$ cat config.mk
export PLATFORM = sky130hd
export DESIGN_NAME = an_rx_cic
export DESIGN_NICKNAME = d
export VERILOG_FILES = /design/src/rtl/an_rx_cic.sv
export SDC_FILE = /design/constraint.sdc
export NUM_CORES = 1
export LEC_CHECK = 0
export CORE_AREA = 2 2 137 139
export CTS_BUF_LIST = sky130_fd_sc_hd__clkbuf_4
export DETAILED_ROUTE_END_ITERATION = 7
export DIE_AREA = 0 0 139 141
export MAX_ROUTING_LAYER = met4
export PLACE_DENSITY = 0.82
export SKIP_CTS_REPAIR_TIMING = 1
export SYNTH_ARGS = -nofsm -noshare
export SYNTH_HDL_FRONTEND = slang
export SYNTH_SLANG_ARGS = --single-unit
$ cat constraint.sdc
create_clock -name CK_i -period 17.3 [get_ports CK_i]
set_clock_uncertainty 0.15 [all_clocks]
set_input_delay 4.325 -clock CK_i [delete_from_list [all_inputs] [get_ports CK_i]]
set_output_delay 4.325 -clock CK_i [all_outputs]
set_load 0.03 [all_outputs]
$ cat src/rtl/an_rx_cic.sv
// an_rx_cic: 3rd-order CIC decimator recovering 16-bit PCM from a 1-bit
// delta-sigma stream, with a valid/ready output register and sticky flags.
// Optional macro AN_RX_CIC_DIFF_CHK_EN compiles in the DS/XDS complement check.
// C_DECIM_RATIO must be one of 32, 64, 128 or 256.
module an_rx_cic #(
  parameter int C_DECIM_RATIO  = 64,
  parameter int C_SIM_NO_PRIME = 0
) (
  input  logic               CK_i,
  input  logic               RST_i,
  input  logic               DS_i,
  input  logic               XDS_i,
  input  logic               DS_EN_i,
  output logic signed [15:0] PCMs_o,
  output logic               PCM_VALID_o,
  input  logic               PCM_READY_i,
  output logic               OVR_o,
  input  logic               ERR_CLR_i,
  output logic               DIFF_ERR_o
);

  localparam int LOG2R = $clog2(C_DECIM_RATIO);
  localparam int W     = 3 * LOG2R + 2;
  localparam int SHIFT = 3 * LOG2R - 15;
  localparam logic [LOG2R-1:0]     CNT_LAST = LOG2R'(C_DECIM_RATIO - 1);
  localparam logic signed [W-1:0]  SAT_HI   = W'(32767);
  localparam logic signed [W-1:0]  SAT_LO   = W'(-32768);

  // filter state
  logic [LOG2R-1:0]    cnt_q, cnt_d;
  logic [W-1:0]        int1_q, int1_d, int2_q, int2_d, int3_q, int3_d;
  logic [W-1:0]        dly1_q, dly1_d, dly2_q, dly2_d, dly3_q, dly3_d;
  logic signed [W-1:0] y_q, y_d;
  logic signed [15:0]  sat_q, sat_d;
  // vld_pipe[0]: comb output registered, vld_pipe[1]: saturated sample ready
  logic [1:0]          vld_pipe_q, vld_pipe_d;
  logic [1:0]          prime_q, prime_d;
  // output register and flags
  logic signed [15:0]  pcm_q, pcm_d;
  logic                valid_q, valid_d;
  logic                ovr_q, ovr_d;
  logic                diff_q, diff_d;

  logic [W-1:0]        x;
  logic                dec;
  logic [W-1:0]        c1, c2, c3;
  logic signed [W-1:0] ys;
  logic                priming;
  logic                hshk;
  logic                diff_set;

  // integrators at input rate; combs run only on the decimation bit
  always_comb begin
    x      = DS_i ? W'(1) : '1;
    dec    = DS_EN_i && (cnt_q == CNT_LAST);
    cnt_d  = cnt_q;
    int1_d = int1_q;
    int2_d = int2_q;
    int3_d = int3_q;
    if (DS_EN_i) begin
      cnt_d  = cnt_q + 1'b1;
      int1_d = int1_q + x;
      int2_d = int2_q + int1_q;
      int3_d = int3_q + int2_q;
    end
    c1     = int3_d - dly1_q;
    c2     = c1 - dly2_q;
    c3     = c2 - dly3_q;
    dly1_d = dly1_q;
    dly2_d = dly2_q;
    dly3_d = dly3_q;
    y_d    = y_q;
    if (dec) begin
      dly1_d = int3_d;
      dly2_d = c1;
      dly3_d = c2;
      y_d    = c3;
    end
    vld_pipe_d = {vld_pipe_q[0], dec};
  end

  // scale the comb output to 16 bits and clamp full-scale to the PCM range
  always_comb begin
    ys    = y_q >>> SHIFT;
    sat_d = sat_q;
    if (vld_pipe_q[0]) begin
      if (ys > SAT_HI)      sat_d = 16'sh7fff;
      else if (ys < SAT_LO) sat_d = 16'sh8000;
      else                  sat_d = ys[15:0];
    end
  end

  // output register: drop priming samples, handshake, overwrite on overrun
  always_comb begin
    priming = (C_SIM_NO_PRIME == 0) && (prime_q != 2'd3);
    hshk    = valid_q && PCM_READY_i;
    prime_d = prime_q;
    pcm_d   = pcm_q;
    valid_d = valid_q && !hshk;
    ovr_d   = ovr_q && !ERR_CLR_i;
    if (vld_pipe_q[1]) begin
      if (priming) begin
        prime_d = prime_q + 2'd1;
      end else begin
        pcm_d   = sat_q;
        valid_d = 1'b1;
        if (valid_q && !PCM_READY_i) ovr_d = 1'b1;
      end
    end
  end

`ifdef AN_RX_CIC_DIFF_CHK_EN
  // complement check: a valid stream pair never has DS equal to XDS
  always_comb begin
    diff_set = DS_EN_i && (DS_i == XDS_i);
    diff_d   = diff_set || (diff_q && !ERR_CLR_i);
  end
`else
  logic unused_xds;
  assign unused_xds = XDS_i;
  // check compiled out: flag held low
  always_comb begin
    diff_set = 1'b0;
    diff_d   = 1'b0;
  end
`endif

  // state registers with synchronous reset
  always_ff @(posedge CK_i) begin
    if (RST_i) begin
      cnt_q      <= '0;
      int1_q     <= '0;
      int2_q     <= '0;
      int3_q     <= '0;
      dly1_q     <= '0;
      dly2_q     <= '0;
      dly3_q     <= '0;
      y_q        <= '0;
      sat_q      <= '0;
      vld_pipe_q <= '0;
      prime_q    <= '0;
      pcm_q      <= '0;
      valid_q    <= 1'b0;
      ovr_q      <= 1'b0;
      diff_q     <= 1'b0;
    end else begin
      cnt_q      <= cnt_d;
      int1_q     <= int1_d;
      int2_q     <= int2_d;
      int3_q     <= int3_d;
      dly1_q     <= dly1_d;
      dly2_q     <= dly2_d;
      dly3_q     <= dly3_d;
      y_q        <= y_d;
      sat_q      <= sat_d;
      vld_pipe_q <= vld_pipe_d;
      prime_q    <= prime_d;
      pcm_q      <= pcm_d;
      valid_q    <= valid_d;
      ovr_q      <= ovr_d;
      diff_q     <= diff_d;
    end
  end

  assign PCMs_o      = pcm_q;
  assign PCM_VALID_o = valid_q;
  assign OVR_o       = ovr_q;
  assign DIFF_ERR_o  = diff_q;

endmodule

==> results of run 1 <==
## metal layers
metal,up-vias,global-route usage,routed length (um),part of all wire
met4,0,0.0553,207,0.0094
met5,-,-,0,0
met2,111,0.394,10400,0.47
met3,22,0.0377,696,0.031
met1,4512,0.304,10900,0.49
li1,5000,-,-,-
## registers in the layout, summed over array words and instances, names as in the netlist
name,count
OVR_o,1
PCM_VALID_o,1
PCMs_o,16
cnt_q,6
dly1_q,20
dly2_q,20
dly3_q,20
int1_q,20
int2_q,20
int3_q,20
prime_q,2
sat_q,16
vld_pipe_q,2
y_q,17
## synthesized netlist by cell type (all sizes together) (17+ instances only)
master  instances  area, um^2
xnor2          64         568
a211oi         34         260
xor2           27         236
ha            114        1430
nor3           20         100
inv           110         413
a21o           31         234
dfxtp         181        3620
o21a           17         135
a21oi         140         704
nor2          148         561
mux2i          45         450
clkbuf         45         169
nand2         181         679
a311oi         17         149
o21ai          66         334
## power by group through the flow
stage	clock, mW	sequential (mW)	combinational [mW]
finish	0.248	0.454	1.33
global route	0.270	0.457	1.51
CTS	0.255	0.454	1.33
detailed placement	0	0.463	1.32
global placement	0	0.463	1.29
floorplan	0	0.458	1.10
## cell type report
class / count / area share
Antenna cell: 2 / 0.000411
Timing Repair Buffer: 27 / 0.0210
Clock buffer: 17 / 0.0105
Multi-Input combinational cell: 1090 / 0.598
Clock inverter: 15 / 0.0142
Sequential cell: 181 / 0.298
Inverter: 111 / 0.0342
Tap cell: 234 / 0.0240
## worst min-delay path, delay by kind of cell, from the launching register on
| family | cells | cell delay [ns] |
|---|---|---|
| DFF | 1 | 0.34 |
| AOI/OAI and AO/OA | 1 | 0.05 |
| and+or+nand+nor | 1 | 0.05 |
## worst paths after layout
path | startpoint | endpoint | slack (ns) | cells after the start
worst max-delay path | DS_EN_i | y_q[19] | 6.89 | 30
worst min-delay path | dly3_q[9] | dly3_q[9] | 0.31 | 2
worst max register to register | int2_q[0] | y_q[19] | 10.04 | 34
worst min register to register | dly3_q[9] | dly3_q[9] | 0.31 | 2
## cells by family (layout without fill, tap and decap cells)
kind of cell    count (synthesis)  in the layout
compound gates                383            383
xor+xnor                       92             92
fa+ha+maj                     119            119
buf+inv                       168            170
flops                         181            181
mux                            47             47
other cells                     1              3
simple gates                  448            448
## placed cells by master (no fill, tap or decap), drive strengths merged, types with 27 or more instances in the layout
| cell | n |
|---|---|
| a211oi | 34 |
| a21o | 31 |
| a21oi | 140 |
| dfxtp | 181 |
| ha | 114 |
| inv | 120 |
| mux2i | 45 |
| nand2 | 181 |
| nor2 | 148 |
| o21ai | 66 |
| xnor2 | 64 |
| xor2 | 27 |
==> run metrics, run 1 <==
Min Hold Slack=about 0.31 ns; CTS tree=yes; DP Worst Slack=between 6 and 7 ns; global-route usage over all layers=0.236; Via density=~5.8; power after layout=roughly 2.0 mW; Die Span X=around 140 um; post-synthesis adder-cell area fraction=0.132; post-synthesis xor/xnor area fraction=0.0718; CP Data Arrival Time=between 10 and 15 ns; mux share of post-synthesis cell area=0.0413; post-DP HPWL=between 15 and 20 mm; PD cells=between 150 and 200 nW/um^2; final setup TNS=0 ns; CP required=roughly 18 ns; Yosys Warn Count=0; final net count=around 1,600; HP Class=flip-flop to flip-flop; I/O Pins=26; synthesized area=between 10,000 and 15,000 um^2; Clk pwr share=0.122; core area=between 15,000 and 20,000 um^2; Placed Instance Area=between 10,000 and 15,000 um^2; wire per inst=between 10 and 15 um; initial core utilization=0.632; Clock Sinks=roughly 180; final cycle utilization of the critical path=0.602; Rows=50; utilization after layout=0.667; Seq/Total Area, Yosys=0.314; drt drc=0; area occupied by multi-input gates=approximately 7300 um^2; share of cells above drive strength 1=0.0416; Peak VDD IR=125 uV; Slowest-stage cell, CP=buf_4; Final GP Congestion=around 0.87; Top cell by count, worst path=o21ai_0; max_slew headroom=0.272; post-synthesis simple-gate area fraction=0.170; Layout area overhead=5.56%; Psw=approximately 940 uW; complex-gate fraction of the synthesized area=0.215; vias in the first global route=8,775; type of origin of the critical path=input port; H-Tree Depth=4; Crit Path Max Fanout=71; post-route insts no fill=about 1,700; Syn Nets=1,565; MaxCap Viol Count=0; crit path time final=10.41 ns; Synth Flop Type=dfxtp_1; syn_area_per_cell=8.02 um^2; Fillers=roughly 1,600; clock root cell=clkbuf_4; RSZ-0062 raised after global routing=no; endpoints failing setup=0; slowest cell delay on critical path=~0.77 ns; Final WS setup=~7 ns; first-pass GRT wire length=between 30 and 40 mm; Slew @ Worst Pin=1.09 ns; clock latency on the worst-skew pair=about 0.62 ns; largest net degree at the start of global routing=105; main combinational cell family by area after synthesis=compound AO/OA/AOI/OAI gates; Buffers on Ports=23; Seq pwr share=0.223; Yosys reg bits=~180; number of enable flip-flop cells after synthesis=0; Async SR Flop Fraction=0; total number of vias=9,645; internal power=1.10 mW; Mapped Cells=~1,400; outcome=completed; Reg area=~3600 um^2; sw frac=0.460; Detailed Routing Iterations Pass 1=5; DRT iter0 DRCs=around 550; Leak=5.02 nW; Die ar.=19,600 um^2; Max clock buf depth=2; final hold vios=0; die extent in y=about 140 um; Worst Path Class, Setup=input port to flip-flop; antenna-violating nets left=0; CP delay by family, top=compound AO/OA/AOI/OAI gates; Setup crit end kind=flip-flop; Reg clk slew, reported paths=approximately 0.16 ns; initial antenna violation count=1; post-route cell area=approximately 12,000 um^2; final slew viol count=0; fmax=~96 MHz; power share of the combinational group=0.655; worst path bufs/invs=3; Netlist cell types=76; final wirelength=roughly 22 mm; CTS buffer count=17; placed cells=1,643; total congestion overflow=0
Power figures use the tool's default switching activity.
==> run 2: changes to the inputs <==
- clock period: 17.3 -> 10.9 ns (I/O delays scaled with it)
==> run 2 against run 1 <==
Against the previous run:
- cell count unchanged
- final area increased by 0.27%
- non-clock buffer count unchanged
- via count decreased by 0.50%
- global-route usage decreased by 0.22 points
- die area unchanged
- sequential power increased by 59%
- highest routed layer unchanged
- largest power group unchanged
- flip-flop and latch count unchanged
- critical endpoint unchanged
- critical path type unchanged
- core utilization increased by 0.18 points
- critical path depth unchanged
==> run metrics, run 2 (same netlist as run 1, synthesis figures left out) <==
outcome=completed (unchanged); post-DP HPWL=15.4 mm (was 15.6 mm); Slowest-stage cell, CP=buf_4 (unchanged); worst path bufs/invs=2 (was 3); DP Worst Slack=1.70 ns (was 6.30 ns); total congestion overflow=0 (unchanged); H-Tree Depth=4 (unchanged); first-pass GRT wire length=38.5 mm (was 38.6 mm); commonest cells after routing, fill and taps aside=dfxtp_1, nand2_1, nor2_1 (unchanged); Psw=1.43 mW (was 937 uW); final setup TNS=0 ns (unchanged); wire per inst=12.9 um (was 13.2 um); Detailed Routing Iterations Pass 1=7 (was 5); CTS tree=yes (unchanged); internal power=1.78 mW (was 1.10 mW); Crit Path Max Fanout=53 (was 71); CP Data Arrival Time=9.01 ns (was 10.80 ns); Layout area overhead=5.85% (was 5.56%); die extent in y=141 um (unchanged); R2R Path Start=int2_q[0] (unchanged); Seq pwr share=0.224 (was 0.223); Worst Hold Path EP=dly1_q[16] (was dly3_q[9]); Final WS setup=2.27 ns (was 6.89 ns); RSZ-0062 raised after global routing=no (unchanged); I/O Pins=26 (unchanged); Setup crit end kind=flip-flop (unchanged); slowest cell delay on critical path=0.51 ns (was 0.77 ns); total number of vias=9,597 (was 9,645); Max clock buf depth=2 (unchanged); CP delay by family, top=compound AO/OA/AOI/OAI gates (unchanged); fmax=about 120 MHz; Clock Sinks=181 (unchanged); Hold Startpoint=dly1_q[16] (was dly3_q[9]); Fillers=1,539 (was 1,567); WHS Path Cells=2 (unchanged); reg-to-reg critical path endpoint=y_q[19] (unchanged); Final GP Congestion=0.865 (was 0.867); MaxCap Viol Count=0 (unchanged); Via density=5.72 (was 5.75); post-route insts no fill=1,677 (unchanged); PD cells=263 nW/um^2 (was 167 nW/um^2); core area=18,300 um^2 (unchanged); max_slew headroom=0.268 (was 0.272); drt drc=0 (unchanged); power after layout=3.22 mW (was 2.04 mW); final net count=1,554 (unchanged); placed cells=1,643 (unchanged); Worst Path Class, Setup=input port to flip-flop (unchanged); Rows=50 (unchanged); share of cells above drive strength 1=0.0416 (unchanged); Buffers on Ports=23 (unchanged); final cycle utilization of the critical path=0.792; Slew @ Worst Pin=1.10 ns (was 1.09 ns); Die Span X=139 um (unchanged); final wirelength=21.6 mm (was 22.1 mm); Reg area=3620 um^2 (unchanged); Die ar.=19,600 um^2 (unchanged); Peak VDD IR=199 uV (was 125 uV); initial antenna violation count=1 (unchanged); clock root cell=clkbuf_4 (unchanged); FF-to-FF path depth=34 (unchanged); power share of the combinational group=0.647 (was 0.655); Leak=5.03 nW (was 5.02 nW); final hold vios=0 (unchanged); initial core utilization=0.632 (unchanged); largest net degree at the start of global routing=104 (was 105); CP required=11.28 ns (was 17.69 ns); Top cell by count, worst path=o21ai_0 (unchanged); final slew viol count=0 (unchanged); CTS buffer count=17 (unchanged); area occupied by multi-input gates=7290 um^2 (unchanged); endpoints failing setup=0 (unchanged); antenna-violating nets left=0 (unchanged); HP Class=flip-flop to flip-flop (unchanged); sw frac=0.446 (was 0.460); global-route usage over all layers=0.234 (was 0.236); crit path time final=around 8.6 ns; reg-to-reg setup timing slack=3.76 ns (was 10.04 ns); clock latency on the worst-skew pair=0.60 ns (was 0.62 ns); type of origin of the critical path=input port (unchanged); Clk pwr share=0.129 (was 0.122); vias in the first global route=8,935 (was 8,775); DRT iter0 DRCs=507 (was 545); Reg clk slew, reported paths=0.16 ns (about the same)
## run 2: power by group through the flow
stage	logic [mW]	registers [mW]	clock network, mW
6_report	2.08	0.720	0.416
4_1_cts	2.09	0.721	0.428
3_3_place_gp	2.04	0.734	0
5_1_grt	2.37	0.725	0.453
2_1_floorplan	1.75	0.727	0
3_5_place_dp	2.08	0.735	0
## run 2: routing by layer
layer | routed length (um) | global-route usage | up-vias | share of wire
li1 | - | - | 5004 | -
met1 | 10700 | 0.299 | 4448 | 0.50
met2 | 10100 | 0.395 | 133 | 0.47
met3 | 650 | 0.0367 | 12 | 0.030
met4 | 162 | 0.0505 | 0 | 0.0075
met5 | 0 | - | - | 0
## run 2: worst max path at each step
stage                     startpoint  endpoint  slack, ns  depth (start not counted)
after global routing         DS_EN_i   y_q[19]       1.72                         30
after floorplan              DS_EN_i   y_q[19]       2.03                         32
after global placement       DS_EN_i   y_q[19]       1.77                         31
final                        DS_EN_i   y_q[19]       2.27                         30
after CTS                    DS_EN_i   y_q[19]       2.29                         30
after detailed placement     DS_EN_i   y_q[19]       1.70                         31
## run 2: metrics by stage
stage	utilization	instance area, um^2	hold WS [ns]
3_5_place_dp	0.650	11900	0.297
4_1_cts	0.668	12200	0.316
2_1_floorplan	-	11500	0.281
3_3_place_gp	0.650	11900	0.290
5_1_grt	0.668	12200	0.333
6_report	0.668	12200	0.315
## run 2: layout make-up
class	count	area share
multi-input cells	1090	0.597
flip-flops and latches	181	0.297
inverters	111	0.0341
well taps	234	0.0240
repair buffers	27	0.0209
clock inverters	15	0.0168
clock buffers	17	0.0105
diodes	2	0.000410
## run 2: worst reg2reg max path: cells and delay by family (launching register included)
family                   cells  cell delay [ns]
AND/OR/NAND/NOR             14             2.21
buffers and inverters        2             0.15
multiplexers                 1             0.23
flip-flops                   1             0.39
adder cells (fa/ha/maj)      5             1.51
XOR/XNOR                     2             0.31
AO/OA/AOI/OAI               10             2.12
